## config.mk

```make
export PLATFORM = sky130hd
export DESIGN_NAME = aibcr3_txdig_seq
export DESIGN_NICKNAME = d
export VERILOG_FILES = /design/src/rtl/aibcr3_txdig_pkg.sv /design/src/rtl/aibcr3_txdig_fifo.sv /design/src/rtl/aibcr3_txdig_seq.sv
export SDC_FILE = /design/constraint.sdc
export NUM_CORES = 1
export LEC_CHECK = 0
export ABC_AREA = 0
export BUFFER_PORTS_ARGS = -buffer_cell sky130_fd_sc_hd__buf_4
export CORE_AREA = 8 8 75 77
export DETAILED_ROUTE_END_ITERATION = 10
export DIE_AREA = 0 0 83 85
export GPL_TIMING_DRIVEN = 0
export PLACE_DENSITY = 0.67
export SYNTH_ARGS = -nofsm -noshare
export SYNTH_HDL_FRONTEND = slang
export SYNTH_HIERARCHICAL = 1
export SYNTH_SLANG_ARGS = --single-unit
```

## constraint.sdc

```tcl
create_clock -name clk -period 3.71 [get_ports clk]
set_input_delay 0.1855 -clock clk [delete_from_list [all_inputs] [get_ports clk]]
set_output_delay 0.1855 -clock clk [all_outputs]
set_load 0.05 [all_outputs]
```

## src/rtl/aibcr3_txdig_pkg.sv

```systemverilog
// Shared definitions for the TX digital sequencer: state and weak-pull encodings,
// the serialization ratio and the weak-pull decode helper.
package aibcr3_txdig_pkg;

    localparam int SER_RATIO = 4;

    typedef enum logic [1:0] {
        ST_OFF   = 2'b00,
        ST_PARK  = 2'b01,
        ST_ON    = 2'b10,
        ST_DRAIN = 2'b11
    } tx_state_t;

    localparam logic [1:0] WEAK_NONE = 2'b00;
    localparam logic [1:0] WEAK_PU   = 2'b01;
    localparam logic [1:0] WEAK_PD   = 2'b10;

    typedef struct packed {
        logic pulldownen;
        logic pullupenb;
    } weak_pull_t;

    localparam weak_pull_t WEAK_IDLE = '{pulldownen: 1'b0, pullupenb: 1'b1};

    // Code 11 is deliberately treated like "none".
    function automatic weak_pull_t weak_decode(input logic [1:0] mode);
        weak_pull_t w;
        w = WEAK_IDLE;
        case (mode)
            WEAK_PU: w.pullupenb  = 1'b0;
            WEAK_PD: w.pulldownen = 1'b1;
            default: ;
        endcase
        return w;
    endfunction

endpackage

```

## src/rtl/aibcr3_txdig_fifo.sv

```systemverilog
// Small word FIFO with a registered head-of-queue output and a registered
// not-full ready flag; a word written this cycle is never visible to a pop this cycle.
module aibcr3_txdig_fifo #(
    parameter int DEPTH = 4,
    parameter int WIDTH = 4
) (
    input  logic             clk,
    input  logic             rst,
    input  logic [WIDTH-1:0] wdata,
    input  logic             wvalid,
    output logic             wready,
    input  logic             pop,
    output logic             empty,
    output logic [WIDTH-1:0] head
);
    localparam int AW = (DEPTH > 1) ? $clog2(DEPTH) : 1;
    localparam int CW = $clog2(DEPTH + 1);

    logic [WIDTH-1:0] mem [DEPTH];
    logic [WIDTH-1:0] head_reg;
    logic [AW-1:0]    wr_ptr_reg, rd_ptr_reg, rd_ptr_next;
    logic [CW-1:0]    count_reg, count_next;
    logic             wready_reg;
    logic             push, do_pop;

    function automatic logic [AW-1:0] ptr_inc(input logic [AW-1:0] p);
        return (p == AW'(DEPTH - 1)) ? '0 : p + AW'(1);
    endfunction

    assign push   = wvalid && wready_reg;
    assign do_pop = pop && (count_reg != '0);

    always_comb begin
        rd_ptr_next = do_pop ? ptr_inc(rd_ptr_reg) : rd_ptr_reg;
        count_next  = count_reg;
        if (push && !do_pop)
            count_next = count_reg + CW'(1);
        else if (!push && do_pop)
            count_next = count_reg - CW'(1);
    end

    // Storage and registered read; forward the incoming word when it becomes the head.
    always_ff @(posedge clk) begin
        if (push)
            mem[wr_ptr_reg] <= wdata;
        if (push && (wr_ptr_reg == rd_ptr_next))
            head_reg <= wdata;
        else
            head_reg <= mem[rd_ptr_next];
    end

    always_ff @(posedge clk) begin
        if (rst) begin
            wr_ptr_reg <= '0;
            rd_ptr_reg <= '0;
            count_reg  <= '0;
            wready_reg <= 1'b0;
        end else begin
            if (push)
                wr_ptr_reg <= ptr_inc(wr_ptr_reg);
            rd_ptr_reg <= rd_ptr_next;
            count_reg  <= count_next;
            wready_reg <= (count_next != CW'(DEPTH));
        end
    end

    assign wready = wready_reg;
    assign empty  = (count_reg == '0);
    assign head   = head_reg;

endmodule

```

## src/rtl/aibcr3_txdig_seq.sv

```systemverilog
// TX digital sequencer: pad park / enable FSM, drive-strength latching,
// weak-pull control and a 4:1 serializer fed from a small word FIFO.
module aibcr3_txdig_seq
    import aibcr3_txdig_pkg::*;
#(
    parameter int PARK_CYC   = 4,
    parameter int FIFO_DEPTH = 4
) (
    input  logic                 clk,
    input  logic                 rst,
    input  logic                 tx_req,
    input  logic [SER_RATIO-1:0] wdata,
    input  logic                 wvalid,
    output logic                 wready,
    input  logic [1:0]           pdrv_cfg,
    input  logic [1:0]           ndrv_cfg,
    input  logic [1:0]           weak_mode,
    output logic                 din,
    output logic                 itx_en_buf,
    output logic [1:0]           ipdrv_buf,
    output logic [1:0]           indrv_buf,
    output logic                 weak_pulldownen,
    output logic                 weak_pullupenb,
    output logic [1:0]           tx_state,
    output logic                 underflow
);
    localparam int         BIT_W     = $clog2(SER_RATIO);
    localparam logic [3:0] PARK_LAST = 4'(PARK_CYC - 1);

    tx_state_t            state_reg;
    logic [3:0]           park_cnt_reg;
    logic [BIT_W-1:0]     bit_cnt_reg;
    logic [SER_RATIO-2:0] shift_reg;
    logic                 din_reg, itx_en_reg, underflow_reg;
    logic [1:0]           ipdrv_reg, indrv_reg;
    weak_pull_t           weak_reg;

    logic                 fifo_empty, active, load, pop;
    logic [SER_RATIO-1:0] fifo_head, load_word;

    assign active    = (state_reg == ST_ON) || (state_reg == ST_DRAIN);
    assign load      = active && (bit_cnt_reg == '0);
    assign pop       = load && !fifo_empty;
    assign load_word = fifo_empty ? '0 : fifo_head;

    aibcr3_txdig_fifo #(
        .DEPTH (FIFO_DEPTH),
        .WIDTH (SER_RATIO)
    ) u_fifo (
        .clk    (clk),
        .rst    (rst),
        .wdata  (wdata),
        .wvalid (wvalid),
        .wready (wready),
        .pop    (pop),
        .empty  (fifo_empty),
        .head   (fifo_head)
    );

    always_ff @(posedge clk) begin
        if (rst) begin
            state_reg     <= ST_OFF;
            park_cnt_reg  <= '0;
            bit_cnt_reg   <= '0;
            shift_reg     <= '0;
            din_reg       <= 1'b0;
            itx_en_reg    <= 1'b0;
            ipdrv_reg     <= 2'b00;
            indrv_reg     <= 2'b00;
            weak_reg      <= WEAK_IDLE;
            underflow_reg <= 1'b0;
        end else begin
            underflow_reg <= 1'b0;
            case (state_reg)
                ST_OFF: begin
                    din_reg      <= 1'b0;
                    shift_reg    <= '0;
                    bit_cnt_reg  <= '0;
                    park_cnt_reg <= '0;
                    itx_en_reg   <= 1'b0;
                    weak_reg     <= weak_decode(weak_mode);
                    if (tx_req) begin
                        state_reg <= ST_PARK;
                        ipdrv_reg <= pdrv_cfg;
                        indrv_reg <= ndrv_cfg;
                    end
                end
                ST_PARK: begin
                    din_reg     <= 1'b0;
                    shift_reg   <= '0;
                    bit_cnt_reg <= '0;
                    if (!tx_req) begin
                        state_reg    <= ST_OFF;
                        park_cnt_reg <= '0;
                        itx_en_reg   <= 1'b0;
                        weak_reg     <= weak_decode(weak_mode);
                    end else if (park_cnt_reg == PARK_LAST) begin
                        state_reg    <= ST_ON;
                        park_cnt_reg <= '0;
                        itx_en_reg   <= 1'b1;
                        weak_reg     <= WEAK_IDLE;
                    end else begin
                        park_cnt_reg <= park_cnt_reg + 4'd1;
                        itx_en_reg   <= 1'b0;
                        weak_reg     <= weak_decode(weak_mode);
                    end
                end
                default: begin
                    bit_cnt_reg <= bit_cnt_reg + BIT_W'(1);
                    // A live request wins over draining, so a reasserted request
                    // at an empty load keeps the link up and reports underflow.
                    if (load && (state_reg == ST_DRAIN) && !tx_req && fifo_empty) begin
                        state_reg   <= ST_OFF;
                        bit_cnt_reg <= '0;
                        shift_reg   <= '0;
                        din_reg     <= 1'b0;
                        itx_en_reg  <= 1'b0;
                        weak_reg    <= weak_decode(weak_mode);
                    end else begin
                        state_reg  <= tx_req ? ST_ON : ST_DRAIN;
                        itx_en_reg <= 1'b1;
                        weak_reg   <= WEAK_IDLE;
                        if (load) begin
                            din_reg       <= load_word[0];
                            shift_reg     <= load_word[SER_RATIO-1:1];
                            underflow_reg <= fifo_empty;
                        end else begin
                            din_reg   <= shift_reg[0];
                            shift_reg <= shift_reg >> 1;
                        end
                    end
                end
            endcase
        end
    end

    assign din             = din_reg;
    assign itx_en_buf      = itx_en_reg;
    assign ipdrv_buf       = ipdrv_reg;
    assign indrv_buf       = indrv_reg;
    assign weak_pulldownen = weak_reg.pulldownen;
    assign weak_pullupenb  = weak_reg.pullupenb;
    assign tx_state        = state_reg;
    assign underflow       = underflow_reg;

endmodule

```

Word level (Yosys, flattened, before mapping)
Memory sizes are Yosys's and may differ from the RTL's. A register that Yosys moved wholly into a read port is not among the register bits.
Index checks and enable logic that the tools add are counted.
- equality and inequality tests: 11
- $add $sub $neg: 6
- bitwise logic cells: 1
- reductions and logical operators: 24
- multiplexer cells: 29
- operators with widths (kind ; count):
    $mux 2 ; 11
    $eq 2x2->1 const B ; 5
    $logic_and 1x1->1 ; 9
    $mux 1 ; 9
    $mux 3 ; 3
    $mux 4 ; 2
    $pmux 2 s2 ; 2
    $pmux 4 s2 ; 1
    $add 2x1->2 const B ; 3
    $ne 3x3->1 const B ; 2
    $reduce_or 6->1 ; 1
    $reduce_or 5->1 ; 1
    $add 4x1->4 const B ; 1
    $eq 2x1->1 const B ; 2
    $eq 4x2->1 const B ; 1
    $logic_not 1->1 ; 4
    $logic_not 2->1 ; 2
    $reduce_and 2->1 ; 2
    $reduce_or 4->1 ; 1
    $add 3x1->3 const B ; 1
    $logic_not 3->1 ; 1
    $reduce_bool 3->1 ; 1
    $sub 3x1->3 const B ; 1
    $ne 2x2->1 const B ; 1
    4 further kinds ; 4
- flip-flop bits (word level): 28
- bits in writable memories: 16
- memories kept: 1
- memories (name ; words ; bits a word ; rd ports ; clocked after memory_dff ; write ports ; RTL line ; source):
    u_fifo.mem ; 4 ; 4 ; 1 ; 1 ; 1 ; aibcr3_txdig_fifo.sv:19 ; logic [WIDTH-1:0] mem [DEPTH];

Longest topological paths before layout
Gate-level depths: netlist of run 1.
- word-level depth: 9
- depth in mapped cells: 9
- gate-level depth less buffers: 9

By module
Netlist of run 1, hierarchy kept.
- by module, submodules not included (module ; cells an instance ; times used ; area each (µm²)):
    aibcr3_txdig_fifo ; 76 ; 1 ; 1131.1
    aibcr3_txdig_seq ; 84 ; 1 ; 795.8

Worst setup path after synthesis of run 1
OpenSTA, ideal clock, no wires.
- kind: reg2reg
- start point: register state_reg[1] (netlist: tx_state[1])
- end point: register u_fifo.wready_reg (netlist: u_fifo/wready)
- cell stages (with the launch flop): 8
- data arrival time: 1880 ps
- clock period less this slack: 2007 ps
- library setup time: 127 ps
- path slack: 1703 ps
- data required time: 3583 ps
- path through: dfxtp_1 -> buf_2 -> nand2_1 -> nor2_1 -> nand3_1 -> a211oi_1 -> o21bai_1 -> a31oi_1
- word-level cells in the longest chain between the ends: 9
- ends and longest elaborated chain (what ; RTL line ; source):
    start: declaration ; aibcr3_txdig_seq.sv:30 ; tx_state_t state_reg;
    start signal: assignment ; aibcr3_txdig_seq.sv:120 ; state_reg <= tx_req ? ST_ON : ST_DRAIN;
    $eq 2x2->1 ; aibcr3_txdig_seq.sv:41 ; assign active = (state_reg == ST_ON) || (state_reg == ST_DRAIN);
    $logic_or 1x1->1 * ; aibcr3_txdig_seq.sv:41 ;
    $logic_and 1x1->1 * ; aibcr3_txdig_seq.sv:42 ; assign load = active && (bit_cnt_reg == '0);
    $logic_and 1x1->1 * ; aibcr3_txdig_seq.sv:43 ; assign pop = load && !fifo_empty;
    via pop ; aibcr3_txdig_seq.sv:38 ; logic fifo_empty, active, load, pop;
    $logic_and 1x1->1 * ; aibcr3_txdig_fifo.sv:31 ; assign do_pop = pop && (count_reg != '0);
    $logic_and 1x1->1 or $logic_not 1->1 (tied branches) ; aibcr3_txdig_fifo.sv:38, aibcr3_txdig_fifo.sv:36 ;
    $mux 3 or $logic_and 1x1->1 (tied branches) ; aibcr3_txdig_fifo.sv:38, aibcr3_txdig_fifo.sv:36 ;
    $mux 3 * ; aibcr3_txdig_fifo.sv:36 ; if (push && !do_pop)
    $ne 3x3->1 * ; aibcr3_txdig_fifo.sv:63 ; wready_reg <= (count_next != CW'(DEPTH));
    end signal: assignment ; aibcr3_txdig_fifo.sv:63 ;
    end: declaration ; aibcr3_txdig_fifo.sv:23 ; logic wready_reg;
Mark *: on every way through the listed nets, which the timed path passes. The rest lies on a longest branch.
A chain may end at the register's enable or synchronous reset.

Final worst setup path of run 1
- start point: register u_fifo.count_reg[1]
- end point: register u_fifo.wready_reg (netlist: u_fifo/wready)
- word-level cells in the longest chain between the ends: 8
- ends and longest elaborated chain (what ; RTL line ; source):
    start: declaration ; aibcr3_txdig_fifo.sv:22 ; logic [CW-1:0] count_reg, count_next;
    start signal: assignment ; aibcr3_txdig_fifo.sv:62 ; count_reg <= count_next;
    $logic_not 3->1 * ; aibcr3_txdig_fifo.sv:68 ; assign empty = (count_reg == '0);
    via fifo_empty ; aibcr3_txdig_seq.sv:38 ;
    $logic_not 1->1 * ; aibcr3_txdig_seq.sv:43 ;
    $logic_and 1x1->1 * ; aibcr3_txdig_seq.sv:43 ;
    via pop ; aibcr3_txdig_seq.sv:38 ;
    $logic_and 1x1->1 * ; aibcr3_txdig_fifo.sv:31 ;
    $logic_and 1x1->1 or $logic_not 1->1 (tied branches) ; aibcr3_txdig_fifo.sv:38, aibcr3_txdig_fifo.sv:36 ;
    $mux 3 or $logic_and 1x1->1 (tied branches) ; aibcr3_txdig_fifo.sv:38, aibcr3_txdig_fifo.sv:36 ;
    $mux 3 * ; aibcr3_txdig_fifo.sv:36 ;
    $ne 3x3->1 * ; aibcr3_txdig_fifo.sv:63 ;
Marks and branches as above.

==> metrics.yaml, run 1 <==
rrSetupSlack_ps: 1600
rsz0062_at_grt: "false"
clk_path_buf_depth: 2
grt_use_total_pct: 10.5
grt_pass1_wl_um: 6150
n_antenna_cell: 0
final-max-slew-violation-count: 0
postCtsSetupBuffers: 0
fin_util_pct: 50.1
grt_max_degree: 16
gp_congestion: 0.792
slowest_stage: "nor2_1"
synthTopCellsByArea: "dfxtp_1, edfxtp_1, ha_1, mux4_2, nor2_1"
critPathKind: "flop to flop"
min_path_type: "primary input to flop"
synth_edf_count: 16
status: "finished clean"
clock_skew_ps: 7.51
syn_inst: 160
whs_ps: 49.8
cp_data_required_time_ps: 3890
ys_async_sr_fraction_pct: 0
dieHeight_um: 85
hold_viol_final: 0
grt_overflow: 0
power.density_mw_per_mm2: 422
max_slew_margin_pct: 69.4
yosys_register_bits: 46
ys.warnings.count: 6
drt_iter0_drc: 72
cts_made_buffers: 5
post-place-cells: 239
path_max_fanout: 7
cpMostUsedCell: "inv_1"
leakage_nw: 0.899
totalPowerFinal_mw: 0.959
holdPathStages: 2
dp.final_hpwl_um: 2790
drv_cap: 0
peakVddDrop_v: 0.000270
grt_pass1_vias: 1358
die_area_mm2: 0.00706
viasPerCell: 5.27
cts_hold_buffers: 0
yosysSeqAreaShare_pct: 56.1
crit_chain: "inv_1 > ha_1 > nand2b_4 > inv_1 > nor2_1 > nand3_1 > a211oi_1 > o21bai_1 > a31oi_1"
mostFrequentLayoutCells: "dfxtp_1, buf_4, edfxtp_1"
dr.max_layer_used: "met4"
cp_top_family: "simple AND/OR/NAND/NOR gates"
nets: 216
die_x_um: 83
cp-start-kind: "flop"
drc_errors: 0
dr.pass1.iters: 4
wl_met2_um: 1860
r2r-end: "u_fifo/wready$_SDFF_PP0_"
clk_pin_slew_ps: 80
synth_top_cell_by_area: "dfxtp_1"
synth_cell_types: 39
cts-root-buf: "clkbuf_8"
drive_above_1_share_pct: 24.9
routed_wl_um: 3580
drtAntennaViolNets: 0
fmax_mhz: 473
critPathBufInv: 2
wl_per_cell_um: 14.5
slowest_delay_ps: 380
avgSynthCellArea_um2: 12.0
final_common_cell: "dfxtp_1"
period_share_pct: 57.0
synth_top_area_share_pct: 31.2
largest_register_ff_count: 16
wl_met3_um: 241
tightest_slew_ps: 459
end_kind: "flop"
rr_worst_depth: 9
cts_tree: "done"
hold_path_end: "weak_pulldownen$_SDFF_PP0_"
synthFlopType: "dfxtp_1"
rows: 25
wl_met1_um: 1440
finalCriticalPeriod_ps: 2110
tns_ps: 0
cts.sinks: 46
clk_latency_ps: 300
cts_resized: 0
core_mm2: 0.00454
crit_arrival_ps: 2290
layout-area-overhead-vs-synth_pct: 17.9
syn-num-nets: 184
port_buffers: 25
htreeDepth: 2
final_cells: 247
syn_area_mm2: 0.00193
num_vias: 1302
r2r_start: "u_fifo/count_reg[1]$_SDFF_PP0_"
start_util_pct: 42.5
setup_viol: 0
grt_antenna_before_repair: 0
num_io_pins: 26
hp-start: "weak_mode[0]"
-- how the worst max path moves through the flow --
| stage | start | end | slack [ps] | cells past startpoint |
|---|---|---|---|---|
| floorplan | tx_state[1]$_SDFFE_PP0P_ | u_fifo/wready$_SDFF_PP0_ | 1700 | 7 |
| global route | u_fifo/count_reg[1]$_SDFF_PP0_ | u_fifo/wready$_SDFF_PP0_ | 1400 | 9 |
| global placement | u_fifo/count_reg[1]$_SDFF_PP0_ | u_fifo/wready$_SDFF_PP0_ | 1680 | 9 |
| finish | u_fifo/count_reg[1]$_SDFF_PP0_ | u_fifo/wready$_SDFF_PP0_ | 1600 | 9 |
| CTS | u_fifo/count_reg[1]$_SDFF_PP0_ | u_fifo/wready$_SDFF_PP0_ | 1610 | 9 |
| detailed placement | u_fifo/count_reg[1]$_SDFF_PP0_ | u_fifo/wready$_SDFF_PP0_ | 1630 | 9 |
-- synth_stat cells, types with 2 or more instances --
library cell / instances
dfxtp_1: 30
edfxtp_1: 16
nor2_1: 13
ha_1: 10
inv_1: 10
nand2_1: 10
a21oi_1: 8
nand3_1: 6
nand4b_1: 5
nor2b_1: 5
and3_2: 4
mux2i_1: 4
mux4_2: 4
a31oi_1: 2
and3b_1: 2
clkbuf_1: 2
nand2_4: 2
nand3b_1: 2
nor3_1: 2
nor4b_1: 2
o21ai_0: 2
xnor2_1: 2
-- final cells by class --
| cell class | count | area (µm²) |
|---|---|---|
| Timing Repair Buffer | 25 | 188 |
| Clock buffer | 5 | 68.8 |
| Fill cell | 399 | 2260 |
| Buffer | 3 | 12.5 |
| Multi-Input combinational cell | 101 | 796 |
| Inverter | 10 | 37.5 |
| Sequential cell | 46 | 1080 |
| Clock inverter | 3 | 21.3 |
| Tap cell | 54 | 67.6 |
-- power breakdown --
part / switching, mW / internal (mW)
logic: 0.0697 / 0.0449
clock network: 0.170 / 0.132
registers: 0.00899 / 0.534
-- metrics by stage --
stage / instance area (µm²) / worst slack [ps]
2_1_floorplan: 1930 / 1700
3_5_place_dp: 2180 / 1630
6_report: 2270 / 1600
3_3_place_gp: 2180 / 1680
5_1_grt: 2270 / 1400
4_1_cts: 2270 / 1610
-- metal layers --
layer	up-vias	global-route usage, %
met1	618	10.9
met3	4	3.64
met2	43	18.6
li1	637	-
met4	0	4.79
met5	-	0
-- cell families (layout without fill, tap and decap cells) --
family	Yosys count	after routing	share of synthesized area, %
buf+inv	13	46	2.60
fa+ha+maj	10	10	6.49
compound gates	19	19	7.01
simple gates	60	60	19.1
xor+xnor	3	3	1.36
flops	46	46	56.1
mux	9	9	7.34
(Power assumes the default switching activity.)
==> run 2, diff against run 1 <==
==> constraint.sdc (replaced) <==
create_clock -name clk -period 2.2 [get_ports clk]
set_input_delay 0.11 -clock clk [delete_from_list [all_inputs] [get_ports clk]]
set_output_delay 0.11 -clock clk [all_outputs]
set_load 0.05 [all_outputs]
==> run 2 against run 1 <==
  * Sequential share of layout area shrank 0.26 points
  * Non-clock buffer count is 1 higher
  * Hold slack worse by 40 ps
  * Register-to-register slack got worse by 1400 ps
  * Utilization up 0.28 points
  * Clock power up 69%
  * Combinational power grew 70%
  * Sequential power increased by 69%
==> metrics.yaml, run 2 (synthesized netlist as in run 1, its figures left out) <==
dpl_cell_area_mm2: 0.00218  # unchanged
grt_pass1_wl_um: 6150  # +0.11%
place_ws_ps: 122  # -1510 ps
rsz0062_at_grt: "false"
crit_chain: "inv_1 > ha_1 > nand2b_4 > inv_1 > nand4b_1 > a32o_1 > or4b_1"
hold_viol_final: 0  # unchanged
grt_antenna_before_repair: 0  # unchanged
htreeDepth: 2  # unchanged
max_slew_margin_pct: 69.7  # +0.37 points
layout-area-overhead-vs-synth_pct: 18.6
peakVddDrop_v: 0.000456  # +69%
tns_ps: 0  # unchanged
cts-root-buf: "clkbuf_8"
gp_congestion: 0.792  # unchanged
r2r-end: "weak_pullupenb$_SDFF_PP1_"
dr.pass1.iters: 4  # unchanged
clock_skew_ps: 7.24  # -0.263 ps
core_mm2: 0.00454  # unchanged
viasPerCell: 5.23  # -0.79%
drive_above_1_share_pct: 25.3  # +0.39 points
critPathKind: "flop to flop"
rr_worst_depth: 7  # -2
cts.sinks: 46  # unchanged
largest_register_ff_count: 16  # unchanged
port_buffers: 25  # unchanged
finalCriticalPeriod_ps: 1980  # -131 ps
grt_max_degree: 16  # unchanged
min_path_type: "primary input to flop"
dieHeight_um: 85  # unchanged
clk_path_buf_depth: 2  # unchanged
routed_wl_um: 3580  # about the same
clk_pin_slew_ps: 90  # about the same
setup_viol: 0  # unchanged
post-place-cells: 239  # unchanged
fin_util_pct: 50.4  # +0.28 points
num_vias: 1297  # -0.38%
drc_errors: 0  # unchanged
clk_latency_ps: 300  # about the same
status: "finished clean"
mostFrequentLayoutCells: "dfxtp_1, buf_4, edfxtp_1"
nets: 217  # +0.46%
wl_per_cell_um: 14.4  # -0.43%
hold_path_end: "u_fifo/mem[2][0]$_DFFE_PP_"
crit_arrival_ps: 2160  # -130 ps
holdPathStages: 1  # -1
rrSetupSlack_ps: 220  # -1380 ps
slowest_stage: "or4b_1"
rows: 25  # unchanged
die_x_um: 83  # unchanged
fin_ws_ps: 216  # -1380 ps
drtAntennaViolNets: 0  # unchanged
cts_made_buffers: 5  # unchanged
grt_overflow: 0  # unchanged
start_util_pct: 42.5  # unchanged
final-max-slew-violation-count: 0  # unchanged
num_io_pins: 26  # unchanged
final_design_area_no_fill_mm2: 0.00228  # +0.55%
final_common_cell: "dfxtp_1"
die_area_mm2: 0.00706  # unchanged
tightest_slew_ps: 454  # -5.60 ps
dp.final_hpwl_um: 2790  # unchanged
drt_iter0_drc: 69  # -4.2%
fmax_mhz: 504  # +6.6%
leakage_nw: 0.903  # +0.44%
end_kind: "flop"
slowest_delay_ps: 470  # +90 ps
cpMostUsedCell: "inv_1"
cts_tree: "done"
final_cells: 248  # +0.40%
period_share_pct: 90.2  # +33 points
n_antenna_cell: 0  # unchanged
r2r_start: "u_fifo/count_reg[0]$_SDFF_PP0_"
grt_pass1_vias: 1364  # +0.44%
grt_use_total_pct: 10.5  # unchanged
drv_cap: 0  # unchanged
cp_data_required_time_ps: 2380  # -1510 ps
path_max_fanout: 7  # unchanged
power.density_mw_per_mm2: 709  # +68%
hp-start: "wdata[0]"
nFillCells: 399  # unchanged
cp-start-kind: "flop"
## run 2: changes by cell type in the layout (fill, tap and decap cells not counted)
cell | before | now
dlygate4sd3_1 | 0 | 1
nor2_1 | 13 | 12
nor2_2 | 0 | 1
## run 2: metal layers
layer / vias to the layer above / GRT usage [%] / part of all wire (%)
li1: 640 / - / -
met1: 616 / 10.9 / 41
met2: 37 / 18.6 / 52
met3: 4 / 3.64 / 6.3
met4: 0 / 4.79 / 1.1
met5: - / 0 / 0
## run 2: worst max-delay path by stage
stage	depth (start not counted)	slack [ps]	startpoint	endpoint
2_1_floorplan	7	190	tx_state[1]$_SDFFE_PP0P_	u_fifo/wready$_SDFF_PP0_
3_3_place_gp	9	170	u_fifo/count_reg[1]$_SDFF_PP0_	u_fifo/wready$_SDFF_PP0_
3_5_place_dp	9	120	u_fifo/count_reg[1]$_SDFF_PP0_	u_fifo/wready$_SDFF_PP0_
4_1_cts	9	100	u_fifo/count_reg[1]$_SDFF_PP0_	u_fifo/wready$_SDFF_PP0_
5_1_grt	9	40	u_fifo/count_reg[1]$_SDFF_PP0_	u_fifo/wready$_SDFF_PP0_
6_report	7	220	u_fifo/count_reg[0]$_SDFF_PP0_	weak_pullupenb$_SDFF_PP1_
## run 2: where the power goes
group	switching [mW]	total, mW	internal [mW]
Sequential	0.0151	0.916	0.901
Combinational	0.118	0.195	0.0769
Clock	0.287	0.509	0.222
Total	0.420	1.62	1.20
## run 2: layout make-up
class	count	area, µm²	area share, %
tap	54	67.6	2.96
inverter	10	37.5	1.64
multi-input combinational	101	798	34.9
clock inverter	3	21.3	0.931
timing repair buffer	26	198	8.65
sequential	46	1080	47.3
buffer	3	12.5	0.548
clock buffer	5	68.8	3.01
## run 2: per-stage QoR
stage / power, mW / hold slack (ps)
global route: 1.68 / 0.978
detailed placement: 1.13 / 286
floorplan: 1.06 / 179
global placement: 1.12 / 281
CTS: 1.63 / 5.51
finish: 1.62 / 9.44
## run 2: worst max-delay path: cells and delay by family, from the launching register on
family | cells | cell delay [ps]
simple gates | 3 | 760
flops | 1 | 320
buf+inv | 2 | 290
compound gates | 1 | 280
fa+ha+maj | 1 | 220
## run 2: what timing repair did
item / 4_1_cts / 5_1_grt
gates resized for setup: 0 / 1
endpoints found under the setup margin: 0 / 2
hold buffers: 1 / 0
setup buffers: 0 / 0
hold endpoints to repair: 1 / 0
